**src/rtl/mips_alu_pkg.sv**
```systemverilog
// Shared ALU definitions: operation encodings for the add/subtract datapath.
package mips_alu_pkg;

    // Encoding 3 is unused and behaves as OP_ADD in the adder.
    typedef enum logic [1:0] {
        OP_ADD  = 2'd0,
        OP_SUB  = 2'd1,
        OP_ADDC = 2'd2
    } alu_op_t;

endpackage

```
**src/rtl/cla_group4.sv**
```systemverilog
// 4-bit carry-lookahead group: internal carries by lookahead, exports group G/P.
module cla_group4 (
    input  logic [3:0] a,
    input  logic [3:0] b,
    input  logic       cin,
    output logic [3:0] sum,
    output logic       g,
    output logic       p
);
    logic [3:0] gb;
    logic [3:0] pb;
    logic [3:0] c;

    assign gb = a & b;
    assign pb = a ^ b;

    // Bit carries flattened to one AND-OR level each; G/P do not depend on cin.
    always_comb begin
        c[0] = cin;
        c[1] = gb[0] | (pb[0] & cin);
        c[2] = gb[1] | (pb[1] & gb[0]) | (pb[1] & pb[0] & cin);
        c[3] = gb[2] | (pb[2] & gb[1]) | (pb[2] & pb[1] & gb[0])
             | (pb[2] & pb[1] & pb[0] & cin);
        sum  = pb ^ c;
        g    = gb[3] | (pb[3] & gb[2]) | (pb[3] & pb[2] & gb[1])
             | (pb[3] & pb[2] & pb[1] & gb[0]);
        p    = &pb;
    end

endmodule

```
**src/rtl/pipelined_cla_addsub.sv**
```systemverilog
// Pipelined carry-lookahead add/sub. Each stage resolves WIDTH/STAGES bits with
// two-level lookahead; stage carries ride in the pipeline registers.
module pipelined_cla_addsub
    import mips_alu_pkg::*;
#(
    parameter int WIDTH  = 32,
    parameter int STAGES = 2
) (
    input  logic             clk,
    input  logic             rst_n,
    input  logic             in_valid,
    output logic             in_ready,
    input  logic [1:0]       op,
    input  logic [WIDTH-1:0] a,
    input  logic [WIDTH-1:0] b,
    input  logic             cin,
    output logic             out_valid,
    input  logic             out_ready,
    output logic [WIDTH-1:0] sum,
    output logic             cout,
    output logic             ovf,
    output logic             neg,
    output logic             zero
);
    localparam int NG  = WIDTH / 4;
    localparam int GPS = NG / STAGES;

    if (STAGES < 1 || WIDTH < 4 || (WIDTH % 4) != 0 || (NG % STAGES) != 0) begin : g_bad_params
        $error("pipelined_cla_addsub: WIDTH must be a multiple of 4 and WIDTH/4 divisible by STAGES");
    end

    logic                          adv;
    logic [STAGES:1]               vld_pipe;
    logic [WIDTH-1:0]              b_eff;
    logic                          c_eff;
    logic [STAGES-1:0]             stg_v, stg_c, stg_cout, q_c;
    logic [STAGES-1:0][WIDTH-1:0]  stg_a, stg_b, stg_sum, nxt_sum, q_a, q_b, q_sum;
    logic [NG-1:0][3:0]            grp_sum;
    logic [NG-1:0]                 grp_g, grp_p, grp_c;
    logic                          c_msb;
    logic                          q_ovf;

    // Carry into position n of a block of groups starting at base, all terms in parallel.
    function automatic logic la_carry(input logic [NG-1:0] gv, input logic [NG-1:0] pv,
                                      input int base, input int n, input logic ci);
        logic c, pp;
        pp = 1'b1;
        for (int i = 0; i < n; i++) pp &= pv[base+i];
        c = ci & pp;
        for (int i = 0; i < n; i++) begin
            pp = 1'b1;
            for (int m = i + 1; m < n; m++) pp &= pv[base+m];
            c |= gv[base+i] & pp;
        end
        return c;
    endfunction

    assign adv       = out_ready | ~out_valid;
    assign in_ready  = adv;
    assign out_valid = vld_pipe[STAGES];

    // Operand setup: subtract is a + ~b + 1; carry-in only honoured by ADDC.
    always_comb begin
        b_eff = (op == OP_SUB) ? ~b : b;
        c_eff = (op == OP_SUB) | ((op == OP_ADDC) & cin);
    end

    // Stage inputs: stage 0 from the ports, later stages from the previous register.
    always_comb begin
        stg_v[0]   = in_valid;
        stg_a[0]   = a;
        stg_b[0]   = b_eff;
        stg_c[0]   = c_eff;
        stg_sum[0] = '0;
        for (int k = 1; k < STAGES; k++) begin
            stg_v[k]   = vld_pipe[k];
            stg_a[k]   = q_a[k-1];
            stg_b[k]   = q_b[k-1];
            stg_c[k]   = q_c[k-1];
            stg_sum[k] = q_sum[k-1];
        end
    end

    for (genvar g = 0; g < NG; g++) begin : g_grp
        cla_group4 u_grp (
            .a   (stg_a[g/GPS][4*g +: 4]),
            .b   (stg_b[g/GPS][4*g +: 4]),
            .cin (grp_c[g]),
            .sum (grp_sum[g]),
            .g   (grp_g[g]),
            .p   (grp_p[g])
        );
    end

    // Second-level lookahead: group carries and stage carry-out from the stage's G/P.
    always_comb begin
        grp_c    = '0;
        stg_cout = '0;
        for (int k = 0; k < STAGES; k++) begin
            for (int j = 0; j < GPS; j++)
                grp_c[k*GPS+j] = la_carry(grp_g, grp_p, k*GPS, j, stg_c[k]);
            stg_cout[k] = la_carry(grp_g, grp_p, k*GPS, GPS, stg_c[k]);
        end
    end

    // Merge this stage's freshly computed bits into the running sum.
    always_comb begin
        nxt_sum = stg_sum;
        for (int g = 0; g < NG; g++) nxt_sum[g/GPS][4*g +: 4] = grp_sum[g];
    end

    // Carry into the MSB recovered from its sum bit: s = a ^ b' ^ c.
    assign c_msb = nxt_sum[STAGES-1][WIDTH-1] ^ stg_a[STAGES-1][WIDTH-1] ^ stg_b[STAGES-1][WIDTH-1];

    // Pipeline advance: all stages shift together; bubbles move but leave data untouched.
    always_ff @(posedge clk or negedge rst_n) begin
        if (!rst_n) begin
            vld_pipe <= '0;
            q_a      <= '0;
            q_b      <= '0;
            q_c      <= '0;
            q_sum    <= '0;
            q_ovf    <= 1'b0;
        end else if (adv) begin
            for (int k = 0; k < STAGES; k++) begin
                vld_pipe[k+1] <= stg_v[k];
                if (stg_v[k]) begin
                    q_a[k]   <= stg_a[k];
                    q_b[k]   <= stg_b[k];
                    q_c[k]   <= stg_cout[k];
                    q_sum[k] <= nxt_sum[k];
                end
            end
            if (stg_v[STAGES-1]) q_ovf <= c_msb ^ stg_cout[STAGES-1];
        end
    end

    assign sum  = q_sum[STAGES-1];
    assign cout = q_c[STAGES-1];
    assign ovf  = q_ovf;
    assign neg  = sum[WIDTH-1];
    assign zero = out_valid & ~|sum;

endmodule

```
**config.mk**
```make
export PLATFORM = sky130hd
export DESIGN_NAME = pipelined_cla_addsub
export DESIGN_NICKNAME = d
export VERILOG_FILES = /design/src/rtl/mips_alu_pkg.sv /design/src/rtl/cla_group4.sv /design/src/rtl/pipelined_cla_addsub.sv
export SDC_FILE = /design/constraint.sdc
export NUM_CORES = 1
export LEC_CHECK = 0
export BUFFER_PORTS_ARGS = -buffer_cell sky130_fd_sc_hd__buf_2
export CORE_ASPECT_RATIO = 2
export CORE_MARGIN = 2
export CORE_UTILIZATION = 34
export DETAILED_ROUTE_END_ITERATION = 10
export PLACE_DENSITY = 0.55
export RECOVER_POWER = 100
export SETUP_SLACK_MARGIN = 0.1
export SLEW_MARGIN = 20
export SYNTH_ARGS = -nofsm -noshare
export SYNTH_HDL_FRONTEND = slang
export SYNTH_HIERARCHICAL = 1
export SYNTH_SLANG_ARGS = --single-unit
export TNS_END_PERCENT = 5
```
**constraint.sdc**
```tcl
create_clock -name clk -period 3.4 [get_ports clk]
set_clock_uncertainty 0.1 [all_clocks]
set_input_delay 0.34 -clock clk [delete_from_list [all_inputs] [get_ports clk]]
set_output_delay 0.34 -clock clk [all_outputs]
set_load 0.005 [all_outputs]
```
Word level (Yosys, flattened, before mapping)
Index checks and enable logic that the tools add are counted.

word-level totals
  input bits = 71
  word-level logic and storage cells = 292
  register bits = 117
  output and inout port bits = 38

operators by class
  reductions and logical operators = 12
  bitwise operators = 269
  mux-type cells = 1
  equal/unequal tests = 2

operators by type and width
  kind                                                                    number
  1-bit bitwise AND                                                       146
  1-bit bitwise OR                                                        94
  4-bit bitwise XOR                                                       16
  4-bit bitwise AND                                                       8
  32-bit 2-to-1 mux                                                       1
  32-bit inverter                                                         1
  4-bit AND reduction                                                     8
  32-bit OR reduction                                                     1
  2-bit AND reduction                                                     2
  1-bit bitwise XOR                                                       3
  2-bit by 1-bit equality test with 1-bit output (second input constant)  1
  2-bit equality test (second input constant)                             1
  1-bit logical NOT                                                       1
  1-bit inverter                                                          1

Logic depth before layout (Yosys ltp)
  depth after elaboration = 15
  mapped depth = 15
  gate-level depth less buffers = 14

Cells and area by module
The synthesis kept the hierarchy.

modules (own cells, without submodules)
  module                instances  cells an instance  seq. area each (sq um)  area each (sq um)
  pipelined_cla_addsub  1          278                2127.0                  3683.5
  cla_group4            8          22                 0.0                     182.7

Least setup slack after synthesis
No wires, ideal clock.

  path type = in2reg
  start point = input op[1]
  end point = register q_sum, in the netlist nxt_sum[46]
  buffers on the path = 2
  data required time = 3.175 ns
  stages = 15
  path slack = 0.323 ns
  library setup time = 0.125 ns
  data arrival time = 2.852 ns
  cell sequence = nand2b_1 buf_2 buf_2 xnor2_1 ha_1 a21oi_1 nand2_1 a21o_1 or2_2 a21oi_1 a21oi_1 a21o_1 a21oi_2 xnor2_1 mux2_2

RTL lines
  item                             line                         RTL
  from (decl)                      pipelined_cla_addsub.sv:13   input logic [1:0] op,
  to (signal, indexed assignment)  pipelined_cla_addsub.sv:131  q_sum[k] <= nxt_sum[k];
  to (decl)                        pipelined_cla_addsub.sv:37   logic [STAGES-1:0][WIDTH-1:0] stg_a, stg_b, stg_sum, nxt_sum, q_a, q_b, q_sum;

==> metrics <==
status=finished, violations left; failing checks=capacitance limit, slew limit; RSZ-0062 raised after global routing=false; Inserted Clock Buffers=9; Fin Setup TNS=0 ns; WS Path Type=input port to flip-flop; Synth Instances=454; Post-CTS Setup Repair Bufs=0; vias in the first global route=3920; Die Span X=91.0 um; critical path peak fanout=5; Total GRT Usage=15.7%; Ant. Diodes=0; Hold Crit Class=input port to flip-flop; CTS tree=done; Placed Instances=752; vias per inst=4.78; nets=687; CTS sink count=85; DP Wirelength=9620 um; syn nets=573; Slew @ Worst Pin=1.74 ns; CP startpoint kind=input port; Power Density=717 nW/um^2; area added between synthesis and finish=21.4%; Finished Cell Area=6240 sq um; CTS max path bufs=2; FP Rows=63; GR Overflow Total=0; Static Leak=2.97 nW; core area=14800 sq um; Period minus WS final=3.04 ns; Worst EP required=3.53 ns; DRT antenna net count=0; initial antenna violation count=0; fin cells=768; max-cap viol count=2; Top Ports=109; drt total wl=12200 um; port buffer count=108; Slew Limit Fails=105; router iterations before antenna repair=4; Setup crit end kind=flip-flop; root buffer cell=clkbuf_16; Synth Cell Area=5140 sq um; drt drc=0; Final Hold Viols=0; Worst-path clk slew=0.06 ns; die area=16200 sq um; Die Span Y=178 um; crit path DAT=3.16 ns; dpl cell area=5910 sq um; final number of setup-violating endpoints=0; Slew HR=-15.7%; Iter 0 DRT Violations=54; fin crit share=89.3%; CTS H-tree depth=3; pin count of the biggest net entering global routing=69; Cell variety after synth=35; Max Clk Rate=329 MHz; syn_area_per_cell=11.3 sq um; layout cells sized above 1=31.6%; Synth area leaders=dfrtp_1, mux2_2, ha_1; number of synthesis warnings=6; starting density of the core=34.7%; Placer Congestion=0.788; Fin Hold WS=0.114 ns; Worst VDD drop=247 uV; commonest non-fill, non-tap cell in the layout=dfrtp_1; most frequent cells in the layout=dfrtp_1, buf_2, mux2_2; Clk Latency, worst-skew pair=0.34 ns; Avg WL per Cell=15.9 um; first-pass GRT wire length=19600 um; register bit count reported by yosys=85; register area share after synthesis=41.3%; cell type with the highest aggregate area in the netlist=dfrtp_1; vias=3672; share of the synthesized area in the top cell type=41.3%
repair_timing:
item,4_1_cts,5_1_grt
gates resized for setup,0,3
endpoints found under the setup margin,0,1
hold buffers,0,0
where the power goes:
part / leakage (nW) / switching (mW) / internal, mW
Clock: 0.189 / 0.406 / 0.887
Combinational: 1.78 / 0.727 / 0.791
Sequential: 1.00 / 0.282 / 1.38
Total: 2.97 / 1.42 / 3.06
registers in the layout, summed over array words and instances (netlist names):
name and count:
nxt_sum 16, ovf 1, q_a 16, q_b 16
q_c 2, sum 32, vld_pipe 2
layer usage:
metal | vias to the layer above | global-route usage [%] | part of all wire [%]
met3 | 15 | 2.85 | 3.0
li1 | 1794 | - | -
met1 | 1798 | 16.3 | 37
met2 | 65 | 31.0 | 59
met5 | - | 0 | 0
met4 | 0 | 4.99 | 1.7
final cells by class:
cell class	count	area, sq um
timing repair buffer	119	571
clock inverter	6	158
sequential	85	2130
fill	1512	8580
inverter	33	124
multi-input combinational	320	2780
tap	195	244
clock buffer	10	239
per-stage QoR:
stage	total power [mW]	setup WS (ns)	util, %
after global placement	3.21	0.0800	39.9
after detailed placement	3.26	0.0211	39.9
final	4.47	0.363	42.1
after CTS	4.57	0.189	42.5
after floorplan	2.65	0.323	-
after global routing	4.79	0.117	42.1
cell usage after synthesis:
master,n
a21o_1,21
a21oi_1,13
a21oi_2,8
and3_1,1
and3b_1,1
and4_2,8
buf_2,8
buf_4,3
buf_6,4
clkbuf_1,1
dfrtp_1,85
fa_1,8
ha_1,40
inv_1,33
mux2_1,9
mux2_2,56
nand2_1,28
nand2_2,1
nand2_4,1
nand2b_1,3
nand3_1,18
nand4_1,10
nor2_1,2
nor2b_1,1
nor3_1,3
nor4_1,6
nor4b_1,1
o2111ai_1,1
o21ai_0,17
o21ai_1,1
or2_2,2
or3_1,1
or4_1,1
xnor2_1,49
xor2_1,9
worst max-delay path, stage by stage:
cell,delay [ns]
clkbuf_1,0.13
nand2b_1,0.30
clkbuf_1,0.27
xnor2_1,0.11
ha_1,0.36
nand3_1,0.13
nand2_1,0.08
a21o_1,0.16
nor3_1,0.07
a21oi_1,0.34
inv_1,0.11
fa_1,0.39
xnor2_1,0.13
mux2_2,0.25
cell families (layout without fill, tap and decap cells):
logic type | after synthesis | in the layout | synth area share, %
AND/OR/NAND/NOR | 88 | 88 | 9.53
flip-flops | 85 | 85 | 41.3
multiplexers | 65 | 65 | 14.2
AO/OA/AOI/OAI | 61 | 61 | 7.61
XOR/XNOR | 58 | 58 | 9.87
buffers and inverters | 49 | 168 | 4.57
adder cells (fa/ha/maj) | 48 | 48 | 12.8
final timing paths:
check	from	to	slack (ns)	depth (start not counted)
min	a[30]	q_a[30]	0.11	2
min in group asynchronous	rst_n	q_a[16]	0.33	1
min reg2reg	ovf	ovf	0.39	2
max reg2reg	q_a[22]	ovf	0.37	14
max	op[1]	nxt_sum[45]	0.36	14
max in group asynchronous	rst_n	sum[22]	1.54	2
Power figures use the tool's default switching activity.
